===== src/rtl/mario_sprite_fetch.sv =====
// Small-Mario sprite fetch: hit-tests the scan position against the sprite box, addresses the
// sprite ROM, sequences the walk-animation bank and pipelines the palette index to the colour mapper.
module mario_sprite_fetch #(
    parameter int           SPR_W       = 24,
    parameter int           SPR_H       = 32,
    parameter int           N_FRAMES    = 3,
    parameter int           ANIM_DIV    = 6,
    parameter logic [3:0]   TRANSPARENT = 4'h0
) (
    input  logic        Clk,
    input  logic        Reset_n,
    input  logic        frame_start,
    input  logic [9:0]  DrawX,
    input  logic [9:0]  DrawY,
    input  logic [9:0]  MarioX,
    input  logic [9:0]  MarioY,
    input  logic        facing_left,
    input  logic        moving,
    output logic [9:0]  read_address,
    input  logic [3:0]  rom_data,
    output logic [1:0]  frame_sel,
    output logic        pixel_on,
    output logic [3:0]  palette_idx
);

    localparam int CNT_W = (ANIM_DIV > 1) ? $clog2(ANIM_DIV) : 1;

    typedef enum logic [0:0] {
        ST_IDLE = 1'b0,
        ST_WALK = 1'b1
    } anim_state_t;

    logic [9:0]         mario_x_r;
    logic [9:0]         mario_y_r;
    logic               facing_r;
    logic               hit_d1_r;
    logic               hit_d2_r;

    logic [10:0]        dx_s;
    logic [10:0]        dy_s;
    logic               hit_s;
    logic [9:0]         col_s;
    logic [9:0]         row_base_s;
    logic [9:0]         addr_s;
    logic               opaque_s;

    anim_state_t        state_r;
    anim_state_t        state_next_s;
    logic [CNT_W-1:0]   cnt_r;
    logic [CNT_W-1:0]   cnt_next_s;
    logic [1:0]         frame_sel_next_s;

    // Shadow position/facing so a whole video frame is drawn from one consistent snapshot.
    always_ff @(posedge Clk or negedge Reset_n) begin
        if (!Reset_n) begin
            mario_x_r <= 10'd0;
            mario_y_r <= 10'd0;
            facing_r  <= 1'b0;
        end else if (frame_start) begin
            mario_x_r <= MarioX;
            mario_y_r <= MarioY;
            facing_r  <= facing_left;
        end
    end

    // Stage-1 hit test and ROM address; the 11-bit difference exposes negative offsets as misses.
    always_comb begin
        dx_s       = {1'b0, DrawX} - {1'b0, mario_x_r};
        dy_s       = {1'b0, DrawY} - {1'b0, mario_y_r};
        hit_s      = ~dx_s[10] & ~dy_s[10] & (dx_s < 11'(SPR_W)) & (dy_s < 11'(SPR_H));
        row_base_s = dy_s[9:0] * 10'(SPR_W);
        if (facing_r) begin
            col_s = 10'(SPR_W - 1) - dx_s[9:0];
        end else begin
            col_s = dx_s[9:0];
        end
        if (hit_s) begin
            addr_s = row_base_s + col_s;
        end else begin
            addr_s = 10'd0;
        end
        opaque_s = hit_d2_r & (rom_data != TRANSPARENT);
    end

    // Three-stage pixel pipeline: address, ROM access, palette/opacity output.
    always_ff @(posedge Clk or negedge Reset_n) begin
        if (!Reset_n) begin
            read_address <= 10'd0;
            hit_d1_r     <= 1'b0;
            hit_d2_r     <= 1'b0;
            pixel_on     <= 1'b0;
            palette_idx  <= 4'h0;
        end else begin
            read_address <= addr_s;
            hit_d1_r     <= hit_s;
            hit_d2_r     <= hit_d1_r;
            pixel_on     <= opaque_s;
            palette_idx  <= opaque_s ? rom_data : 4'h0;
        end
    end

    // Animation state, divider and bank select registers.
    always_ff @(posedge Clk or negedge Reset_n) begin
        if (!Reset_n) begin
            state_r   <= ST_IDLE;
            cnt_r     <= '0;
            frame_sel <= 2'd0;
        end else begin
            state_r   <= state_next_s;
            cnt_r     <= cnt_next_s;
            frame_sel <= frame_sel_next_s;
        end
    end

    // Animation next-state; only frame_start moves it, keeping the bank stable within a frame.
    always_comb begin
        state_next_s     = state_r;
        cnt_next_s       = cnt_r;
        frame_sel_next_s = frame_sel;
        if (frame_start) begin
            case (state_r)
                ST_IDLE: begin
                    cnt_next_s = '0;
                    if (moving) begin
                        state_next_s     = ST_WALK;
                        frame_sel_next_s = 2'd1;
                    end else begin
                        frame_sel_next_s = 2'd0;
                    end
                end
                ST_WALK: begin
                    if (!moving) begin
                        state_next_s     = ST_IDLE;
                        frame_sel_next_s = 2'd0;
                        cnt_next_s       = '0;
                    end else if (cnt_r == CNT_W'(ANIM_DIV - 1)) begin
                        cnt_next_s = '0;
                        if (frame_sel == 2'(N_FRAMES - 1)) begin
                            frame_sel_next_s = 2'd1;
                        end else begin
                            frame_sel_next_s = frame_sel + 2'd1;
                        end
                    end else begin
                        cnt_next_s = cnt_r + CNT_W'(1'b1);
                    end
                end
                default: begin
                    state_next_s     = ST_IDLE;
                    frame_sel_next_s = 2'd0;
                    cnt_next_s       = '0;
                end
            endcase
        end else begin
            state_next_s = state_r;
        end
    end

endmodule


===== config.mk =====
export PLATFORM = sky130hd
export DESIGN_NAME = mario_sprite_fetch
export DESIGN_NICKNAME = d
export VERILOG_FILES = /design/src/rtl/mario_sprite_fetch.sv
export SDC_FILE = /design/constraint.sdc
export NUM_CORES = 1
export LEC_CHECK = 0
export ABC_AREA = 1
export BUFFER_PORTS_ARGS = -buffer_cell sky130_fd_sc_hd__buf_2
export CAP_MARGIN = 20
export CORE_MARGIN = 2
export CORE_UTILIZATION = 30
export DETAILED_ROUTE_END_ITERATION = 10
export GPL_ROUTABILITY_DRIVEN = 0
export GPL_TIMING_DRIVEN = 1
export PLACE_DENSITY = 0.58
export SETUP_SLACK_MARGIN = 0.15
export SLEW_MARGIN = 20
export SYNTH_ARGS = -nofsm -noshare
export SYNTH_HDL_FRONTEND = slang
export SYNTH_SLANG_ARGS = --single-unit

===== constraint.sdc =====
create_clock -name Clk -period 6.6 [get_ports Clk]
set_input_delay 0.99 -clock Clk [delete_from_list [all_inputs] [get_ports Clk]]
set_output_delay 0.99 -clock Clk [all_outputs]
set_load 0.02 [all_outputs]

==> flow_summary.yaml <==
outcome:
  status: "finished clean"
power:
  p_leak_nw: 2.25
  p_per_area_nw_per_um2: 285
  ir_drop_v: 0.000106
setup_path:
  r2r_start: "mario_y_r[0]$_DFFE_PN0P_"
  r2r-end: "read_address[9]$_DFF_PN0_"
  arrival_ps: 4130
  critical_path_buf_inv_count: 6
  critPathLaunchType: "input port"
  slowest_delay_ps: 480
  path_common_cell: "nand2_1"
  end_kind: "flip-flop"
  crit_type: "in -> reg"
  regToRegSetupSlack_ps: 3080
  cp_top_family: "adder cells"
  crit_required_ps: 6790
  cp_max_fo: 3
  slowest_stage: "fa_1"
  ff2ff_path_depth: 19
finish:
  area_growth_pct: 17.6
  post-route-util_pct: 36.0
  fillers: 1166
  antenna_cells: 0
  drive_gt1_share_pct: 19.2
  layout.nets: 592
global_route:
  grt_max_degree: 45
  grt_pass1_vias: 2769
  grt_first_pass_wirelength_um: 12400
  overflow: 0
  antenna_found_initial: 0
  grtUsageTotal_pct: 13.2
logic_synthesis:
  yosysUniqueCellTypes: 30
  yosys_warnings: 0
  syn_area_um2: 3320
  yosysSeqAreaShare_pct: 33.2
  mappedNetlistNets: 527
  avgSynthCellArea_um2: 7.56
  synth_cells: 439
  yosys_register_bits: 44
detailed_routing:
  post_drt_wl_per_cell_um: 11.3
  drtIter0Drc: 126
  firstDrtPassIters: 4
  drc: 0
  viasPerCell: 4.37
  vias: 2818
  drt_wl_total_um: 7310
  detail-route-antenna-nets: 0
sta:
  max_freq_mhz: 254
  rsz0062_at_grt: "no"
  period_needed_ps: 3940
  finalMaxSlewViolations: 0
  finalSetupTns_ps: 0
  min_period_over_period_pct: 59.7
  relSlewSlack_pct: 53.5
  setup_viol_count_final: 0
  final.setup_skew_ps: 13.2
  hold_viol_final: 0
  worstMarginPinSlew_ps: 698
min_path:
  worstHoldStart: "hit_d1_r$_DFF_PN0_"
  hold_end: "hit_d2_r$_DFF_PN0_"
  hp-class: "reg -> reg"
  hold_path_depth: 0
die:
  num_rows: 38
  die_w_um: 109
  dieArea_um2: 11900
  io_pins: 66
  initial_utilization_pct: 30.6
  die_h_um: 109
  core_um2: 10800
place:
  dp_hpwl_um: 5920
  portBuffers: 65
clocking:
  cts_made_buffers: 5
  cts_setup_buffers: 0
  cts_root_buffer: "clkbuf_8"
  cts_tree: "done"
  path_clk_slew_ps: 100
  clockBufferDepth: 2
  worst_skew_pair.late_latency_ps: 310
  ctsResizeCount: 0
  cts_hold_buf: 0
  h-tree-depth: 2
  cts.sinks: 44
flow_run:
  maxCapViolCount: 0
-- cell usage after synthesis --
cell type,number,share of area (%)
nand2_2,4,0.75
nand2_1,118,13
nand3_2,3,0.90
and2_1,1,0.19
a31oi_1,2,0.38
dfrtp_1,44,33
nand4_1,7,1.3
a21o_1,2,0.45
xnor2_1,7,1.8
fa_1,4,2.4
nor3_1,2,0.30
o21ai_0,27,4.1
clkbuf_1,6,0.68
a32o_1,2,0.60
a21oi_1,17,2.6
nor2_4,3,1.0
nor2_1,14,1.6
a31o_2,1,0.26
ha_1,35,13
o41ai_1,1,0.26
o22ai_1,1,0.19
nand3_1,24,3.6
buf_6,1,0.34
nand3b_1,1,0.23
nor2_2,10,1.9
xor2_1,16,4.2
inv_2,1,0.11
inv_1,83,9.4
nand4_2,1,0.38
nand2_4,1,0.34
-- routing by layer --
metal	share of wire (%)	vias to the layer above	wire length, µm	track usage, %
met5	0	-	0	0
met4	1.3	0	95	3.89
met3	5.1	8	375	2.33
met2	48	55	3500	22.9
met1	46	1246	3340	16.7
li1	-	1509	-	-
-- placed cells by master (no fill, tap or decap), drive strengths merged, types with 5 or more instances in the layout --
cell and count:
clkbuf 5, nor2 27, nand4 8, xor2 16, buf 65, ha 35, o21ai 27, inv 85
dfrtp 44, a21oi 17, nand2 123, xnor2 7, nand3 27
-- report_power, final --
part	switching [mW]	leakage [nW]	internal (mW)
logic	0.358	1.63	0.235
registers	0.0100	0.571	0.288
clock network	0.106	0.0548	0.114
-- stage by stage --
| step | area (µm²) | std cells | worst slack, ps | hold WS [ps] | power (mW) |
|---|---|---|---|---|---|
| after floorplan | 3320 | 439 | 2770 | 331 | 0.772 |
| after global placement | 3790 | 637 | 2470 | 333 | 0.881 |
| after detailed placement | 3790 | 637 | 2340 | 335 | 0.899 |
| after CTS | 3900 | 645 | 2660 | 370 | 1.13 |
| after global routing | 3900 | 645 | 2230 | 380 | 1.24 |
| final | 3900 | 645 | 2660 | 368 | 1.11 |
-- final cells by class --
class | count | area (µm²) | share of cell area [%]
sequential | 44 | 1100 | 28.2
inverter | 84 | 315 | 8.08
clock buffer | 5 | 68.8 | 1.76
clock inverter | 3 | 46.3 | 1.19
timing repair buffer | 65 | 328 | 8.40
tap | 140 | 175 | 4.49
multi-input combinational | 304 | 1870 | 47.9
-- worst max-delay path by stage --
stage / startpoint / slack, ps / depth (start not counted) / end
floorplan: DrawX[0] / 2770 / 24 / read_address[9]$_DFF_PN0_
global placement: DrawX[0] / 2470 / 25 / read_address[9]$_DFF_PN0_
detailed placement: DrawX[0] / 2340 / 25 / read_address[9]$_DFF_PN0_
CTS: DrawX[0] / 2660 / 25 / read_address[9]$_DFF_PN0_
global route: DrawX[0] / 2230 / 25 / read_address[9]$_DFF_PN0_
finish: DrawX[0] / 2660 / 25 / read_address[9]$_DFF_PN0_
-- flip-flops by register name, summed over array words and instances (netlist names), 2 cells and up --
signal,flops
mario_x_r,10
mario_y_r,10
read_address,10
palette_idx,4
cnt_r,3
frame_sel,2
-- cell families after synthesis --
kind of cell | share of synthesized area (%)
AOI/OAI and AO/OA | 8.78
xor gates and xnor gates | 6.07
adders and majority gates | 15.6
buffers and inverters | 10.5
DFF | 33.2
and+or+nand+nor | 25.9
Power figures use the tool's default switching activity.
